`src/rtl/seg_pkg.sv`:
```
// Shared constants for the 7-segment scan driver: segment bit order,
// the dark pattern and the hex nibble glyph table.
package seg_pkg;

  localparam int unsigned SEG_W  = 8;
  localparam int unsigned SEG_DP = 7;
  localparam int unsigned SEG_G  = 6;
  localparam int unsigned SEG_A  = 0;

  localparam logic [SEG_W-1:0] SEG_OFF  = 8'hFF;
  localparam logic [6:0]       SEG7_OFF = 7'h7F;

  // Active-low gfedcba glyphs for 0-9, A, b, C, d, E, F.
  function automatic logic [6:0] hex7(input logic [3:0] nib);
    logic [6:0] g;
    case (nib)
      4'h0:    g = 7'h40;
      4'h1:    g = 7'h79;
      4'h2:    g = 7'h24;
      4'h3:    g = 7'h30;
      4'h4:    g = 7'h19;
      4'h5:    g = 7'h12;
      4'h6:    g = 7'h02;
      4'h7:    g = 7'h78;
      4'h8:    g = 7'h00;
      4'h9:    g = 7'h10;
      4'hA:    g = 7'h08;
      4'hB:    g = 7'h03;
      4'hC:    g = 7'h46;
      4'hD:    g = 7'h21;
      4'hE:    g = 7'h06;
      default: g = 7'h0E;
    endcase
    return g;
  endfunction

endpackage

```
`src/rtl/seg_hex_decode.sv`:
```
// Combinational hex nibble to active-low 7-segment glyph.
module seg_hex_decode
  import seg_pkg::*;
(
  input  logic [3:0] nibble,
  output logic [6:0] seg7_c
);

  always_comb seg7_c = hex7(nibble);

endmodule

```
`src/rtl/seg_scan_driver.sv`:
```
// Time-multiplexed common-anode 7-segment driver with frame-synchronous
// shadow loading, per-digit blank/dp/blink and optional leading-zero blanking.
module seg_scan_driver
  import seg_pkg::*;
#(
  parameter int unsigned DIGITS       = 4,
  parameter int unsigned SCAN_DIV     = 50000,
  parameter int unsigned BLINK_FRAMES = 64,
  parameter bit          LZ_SUPPRESS  = 1'b0
) (
  input  logic                clk,
  input  logic                rst,
  input  logic                load,
  input  logic [4*DIGITS-1:0] disp_num,
  input  logic [DIGITS-1:0]   dp_en,
  input  logic [DIGITS-1:0]   blank,
  input  logic [DIGITS-1:0]   blink_en,
  output logic [DIGITS-1:0]   AN,
  output logic [SEG_W-1:0]    SEGMENT
);

  localparam int unsigned DIV_W = (SCAN_DIV > 1) ? $clog2(SCAN_DIV) : 1;
  localparam int unsigned IDX_W = (DIGITS > 1) ? $clog2(DIGITS) : 1;
  localparam int unsigned FRM_W = (BLINK_FRAMES > 1) ? $clog2(BLINK_FRAMES) : 1;
  localparam int unsigned NUM_W = 4 * DIGITS;

  logic [DIV_W-1:0]  div_cnt;
  logic [IDX_W-1:0]  idx;
  logic [FRM_W-1:0]  frame_cnt;
  logic              blink_off;
  logic              load_pend;

  logic [NUM_W-1:0]  sh_num, act_num;
  logic [DIGITS-1:0] sh_dp, sh_blank, sh_blink;
  logic [DIGITS-1:0] act_dp, act_blank, act_blink;

  logic              tick_c, frame_end_c, blink_wrap_c;
  logic [DIGITS-1:0] lz_dark_c;
  logic [3:0]        nibble_c;
  logic [6:0]        seg7_c;
  logic              dim_c, dark_c;
  logic [DIGITS-1:0] an_nxt_c;
  logic [SEG_W-1:0]  seg_nxt_c;

  assign tick_c       = (div_cnt == DIV_W'(SCAN_DIV - 1));
  assign frame_end_c  = tick_c && (idx == IDX_W'(DIGITS - 1));
  assign blink_wrap_c = frame_end_c && (frame_cnt == FRM_W'(BLINK_FRAMES - 1));

  // Slot divider, digit index and frame/blink counters.
  always_ff @(posedge clk) begin
    if (rst) begin
      div_cnt   <= '0;
      idx       <= '0;
      frame_cnt <= '0;
      blink_off <= 1'b0;
    end else begin
      div_cnt <= tick_c ? '0 : div_cnt + DIV_W'(1);
      if (tick_c) begin
        idx <= frame_end_c ? '0 : idx + IDX_W'(1);
      end
      if (frame_end_c) begin
        frame_cnt <= blink_wrap_c ? '0 : frame_cnt + FRM_W'(1);
        if (blink_wrap_c) begin
          blink_off <= ~blink_off;
        end
      end
    end
  end

  // Shadow captures every load; active only changes on a frame boundary,
  // and a load landing on that boundary bypasses the shadow.
  always_ff @(posedge clk) begin
    if (rst) begin
      load_pend <= 1'b0;
      sh_num    <= '0;
      sh_dp     <= '0;
      sh_blank  <= '0;
      sh_blink  <= '0;
      act_num   <= '0;
      act_dp    <= '0;
      act_blank <= '0;
      act_blink <= '0;
    end else begin
      if (load) begin
        sh_num   <= disp_num;
        sh_dp    <= dp_en;
        sh_blank <= blank;
        sh_blink <= blink_en;
      end
      if (frame_end_c) begin
        load_pend <= 1'b0;
        if (load) begin
          act_num   <= disp_num;
          act_dp    <= dp_en;
          act_blank <= blank;
          act_blink <= blink_en;
        end else if (load_pend) begin
          act_num   <= sh_num;
          act_dp    <= sh_dp;
          act_blank <= sh_blank;
          act_blink <= sh_blink;
        end
      end else if (load) begin
        load_pend <= 1'b1;
      end
    end
  end

  // Digit i>0 is a leading zero when it and every digit above it is zero.
  always_comb begin : lz_mask
    logic zero_above;
    lz_dark_c  = '0;
    zero_above = 1'b1;
    for (int i = int'(DIGITS) - 1; i > 0; i--) begin
      zero_above   = zero_above && (act_num[4*i +: 4] == 4'h0);
      lz_dark_c[i] = LZ_SUPPRESS && zero_above;
    end
  end

  always_comb nibble_c = act_num[{idx, 2'b00} +: 4];

  seg_hex_decode u_hex (
    .nibble (nibble_c),
    .seg7_c (seg7_c)
  );

  // Leading-zero blanking darkens the glyph but leaves the dp alone.
  always_comb begin
    an_nxt_c      = '1;
    an_nxt_c[idx] = 1'b0;
    dim_c         = act_blank[idx] | (act_blink[idx] & blink_off);
    dark_c        = dim_c | lz_dark_c[idx];
    seg_nxt_c                = SEG_OFF;
    seg_nxt_c[SEG_G:SEG_A]   = dark_c ? SEG7_OFF : seg7_c;
    seg_nxt_c[SEG_DP]        = dim_c | ~act_dp[idx];
  end

  always_ff @(posedge clk) begin
    if (rst) begin
      AN      <= '1;
      SEGMENT <= SEG_OFF;
    end else begin
      AN      <= an_nxt_c;
      SEGMENT <= seg_nxt_c;
    end
  end

endmodule

```
`config.mk`:
```
export PLATFORM = sky130hd
export DESIGN_NAME = seg_scan_driver
export DESIGN_NICKNAME = d
export VERILOG_FILES = /design/src/rtl/seg_pkg.sv /design/src/rtl/seg_hex_decode.sv /design/src/rtl/seg_scan_driver.sv
export SDC_FILE = /design/constraint.sdc
export NUM_CORES = 1
export LEC_CHECK = 0
export CORE_ASPECT_RATIO = 1.4
export CORE_MARGIN = 10
export CORE_UTILIZATION = 56
export DETAILED_ROUTE_END_ITERATION = 6
export GPL_ROUTABILITY_DRIVEN = 0
export MAX_ROUTING_LAYER = met4
export PLACE_DENSITY = 0.87
export SETUP_SLACK_MARGIN = 0.3
export SYNTH_ARGS = -nofsm -noshare
export SYNTH_HDL_FRONTEND = slang
export SYNTH_HIERARCHICAL = 1
export SYNTH_SLANG_ARGS = --single-unit
export TNS_END_PERCENT = 10
```
`constraint.sdc`:
```
create_clock -name clk -period 3.53 [get_ports clk]
set_clock_uncertainty 0.2 [all_clocks]
set_input_delay 0.706 -clock clk [delete_from_list [all_inputs] [get_ports clk]]
set_output_delay 0.706 -clock clk [all_outputs]
set_load 0.02 [all_outputs]
```
==> impl.org <==
** Finish
- Nets :: around 470
- Fill cell total of the finished layout :: approximately 530
- Excluding fillers, the count of instances in the completed layout stands at 528.
- Area of all sequential standard cells :: 0.00188 mm2
- P&R area growth vs syn :: 17.0%
- In the final layout, the share of cells above drive strength 1 is between 10% and 20%.
- Area occupied by multi-input gates :: 0.00202 mm2
- The number of antenna diodes in the final layout is 0.

** CTS
- The number of gates resized after CTS was 0.
- Cts bufs inserted :: 9
- Count of hold-fix buffers inserted at cts :: 0
- Clock Latency Late Sink :: 0.36 ns
- Number of post-CTS setup repair buffers :: 0
- Clock slew seen by the registers of the worst setup and hold paths :: 0.08 ns
- TritonCTS clock tree :: yes
- Clock tree root driver cell :: clkbuf_8
- The clock passes through at most 2 buffers.
- The clock net in this run drives a total of 94 sinks.
- Number of H-tree levels :: 3

** Synth
- Of the synthesized area, sequential elements account for 46.4%.
- Synthesis produced a netlist with a net count of 433.
- In the post-synthesis netlist, the biggest area contributors are dfxtp_1, mux2i_1, mux2_2.
- Yosys instantiated no cell more often than dfxtp_1.
- By count the netlist is led by dfxtp_1, nor2_1, mux2i_1, mux2_2, nor2b_1.
- Cell type with the highest aggregate area in the netlist :: dfxtp_1
- The synthesized design devotes to its leading area cell type between 40 and 50% of total area.
- During synthesis, Yosys emitted a total of 6 warnings.
- Unique cell type count in the Yosys netlist :: 41
- In the synthesized netlist the dominant register cell turns out to be dfxtp_1.
- In the synthesized netlist the async set-or-reset flop fraction comes to 0%.
- In this run the cell area of the synthesized design comes to between 0.004 and 0.005 mm2.
- The synthesized design contains 94 register bits.
- Synthesis handed over a netlist of 389 instances.
- Counting flops with a built-in enable in the synthesized netlist gives 0.
- Post-Synthesis Mean Instance Area :: 10.4 um2

** Routing
- In the final routed layout, each cell accounts on average for 14.7 um.
- DRC violations left :: 0
- Summing over every cut layer, the via total after detailed routing is 2799.
- The detail route stage leaves a number of antenna-violating nets equal to 0.
- Before antenna repair, the detailed router went through 6 iterations.
- In this run, the number of DRC markers left after iteration 0 of detailed routing was 109.
- Summed over all layers, the routed wires come to 7770 um.
- In the routed layout, each cell is associated on average with a via count of 5.30.

** Job
- The tool flagged a number of max-cap violations equal to 0.

** Placement
- Instance count after placement with tap cells included :: 512
- Once detailed placement completed, the half-perimeter wirelength came to between 5000 and 6000 um.
- Buffers placed on the I/O ports in this run total 42.

** Global routing
- Number of antenna violations at the first check in global routing :: 0
- Largest net degree at the start of global routing :: 29
- Summed over all layers, the global routing overflow is 0.
- The first global-routing pass estimated between 10000 and 15000 um of wire.
- Via count of the first global-routing pass :: 2858
- Across every metal layer, demand over resource in global routing totals 15.2%.

** Setup path
- Required time of the critical path :: roughly 3.6 ns
- Category of the worst setup path capture point :: flip-flop
- In this run the register-to-register setup slack is 0.76 ns.
- STA classifies the critical path startpoint as a flip-flop.
- Endpoint of the worst-slack reg-to-reg timing path :: SEGMENT[0]
- The critical path is of the reg -> reg type.
- R2R depth :: 7
- Launch instance of the worst register-to-register path :: idx[0]
- Data on the critical path arrives at its endpoint at ~2.9 ns.
- Crit Path Max Fanout :: 11

** Timing
- Static timing analysis puts the maximum clock frequency at between 300 and 400 MHz.
- Dividing the final minimum period by the clock period gives 78.5%.
- Final hold slack :: 0.271 ns
- Counting I/O delays and the setup requirement, the final critical path takes 2.77 ns.
- Final hold viol count :: 0
- Transition time at the pin with the least slew margin :: approximately 0.8 ns
- Setup repair after global routing left no endpoint under its margin.
- Measured against its own limit, the worst slew margin works out to roughly 47%.
- The number of max-slew violations in the final report is 0.
- Setup violations remaining at the end of the flow were counted as 0.
- After routing, the total negative slack on setup checks comes to 0 ns.

** Status
- The flow ran to the end, and the final reports show no timing, DRC or antenna violations.

** Hold path
- Tightest Hold Check Type :: reg -> reg
- The startpoint identified for the worst hold timing path is div_cnt[0].
- The worst hold path terminates at div_cnt[0].
- Along the worst hold path, the cell count comes to 1.

** Die
- Rows :: 36
- Area of the die :: roughly 0.011 mm2
- Die Width :: 91.9 um
- From bottom edge to top edge, the die measures 121 um.
- Number of ports placed on the die boundary :: between 40 and 50
- The total area inside the core boundary comes to ~0.007 mm2.
- For this configuration, the core starts out at a cell density of about 58%.

** Pwr
- Power spread over the standard cell area amounts to 415 mW/mm2.
- Max VDD drop :: approximately 0.3 mV
- The analysis attributes to cell leakage a power of 1.89 nW.
==> per-layer routing <==
| layer | global-route usage [%] | up-vias | share of wire, % |
|---|---|---|---|
| met5 | - | - | 0 |
| met4 | 5.51 | 0 | 1.6 |
| met3 | 4.46 | 10 | 4.4 |
| met2 | 26.5 | 58 | 52 |
| met1 | 16.0 | 1324 | 42 |
| li1 | - | 1407 | - |
==> state kept, by name, indices dropped and copies added (netlist names), 6 cells and up <==
| signal | count |
|---|---|
| div_cnt | 16 |
| frame_cnt | 6 |
| act_num | 16 |
| SEGMENT | 8 |
| sh_num | 16 |
==> worst max path at each step <==
stage / endpoint / cells after the start / startpoint
after floorplan: SEGMENT[0] / 8 / idx[0]
after detailed placement: SEGMENT[0] / 7 / idx[0]
after global routing: SEGMENT[0] / 7 / idx[0]
after global placement: SEGMENT[0] / 7 / idx[0]
after CTS: SEGMENT[0] / 7 / idx[0]
final: SEGMENT[0] / 7 / idx[0]
==> critical path, stage by stage (launching register included) <==
cell and delay [ns]:
dfxtp_1 0.69, mux4_2 0.65, inv_1 0.17, ha_1 0.22
and2b_2 0.24, or3b_1 0.36, o21ai_0 0.06, nand2b_1 0.12
==> layout make-up <==
type / instances / share of cell area (%)
multi-input cells: 262 / 42.6
flip-flops and latches: 94 / 39.7
repair buffers: 49 / 9.76
clock buffers: 12 / 3.06
well taps: 95 / 2.51
clock inverters: 4 / 1.48
inverters: 12 / 0.949
==> cells by family (layout without fill, tap and decap cells) <==
group,after synthesis,count (layout),share of synthesized area [%]
multiplexers,70,70,20.7
XOR/XNOR,14,14,3.02
flip-flops,94,94,46.4
adder cells (fa/ha/maj),13,13,4.01
buffers and inverters,33,77,3.76
AO/OA/AOI/OAI,20,20,3.49
AND/OR/NAND/NOR,145,145,18.6
==> placed cells by master (no fill, tap or decap), types with 10 or more instances in the layout <==
master and instances:
inv_1 12, nand2_1 16, xnor2_1 13, clkbuf_8 10
mux2_2 29, clkdlybuf4s50_1 40, nor2b_1 28, nand3_1 10
dfxtp_1 94, mux2i_1 33, nor2_1 56, ha_1 13
==> through the flow <==
stage	setup slack [ns]	area, um2	total power [mW]	utilization (%)
after floorplan	0.846	4060	1.18	-
after global placement	0.859	4530	1.24	64.5
after detailed placement	0.778	4530	1.24	64.5
after CTS	0.763	4740	1.99	67.5
after global routing	0.574	4740	2.05	67.5
final	0.759	4740	1.97	67.5
==> report_power, final <==
group / switching, mW / total [mW] / internal (mW) / leakage, nW
Clock: 0.337 / 0.754 / 0.416 / 0.110
Sequential: 0.00971 / 1.10 / 1.09 / 0.766
Combinational: 0.0593 / 0.121 / 0.0613 / 1.01
(Power assumes the default switching activity.)
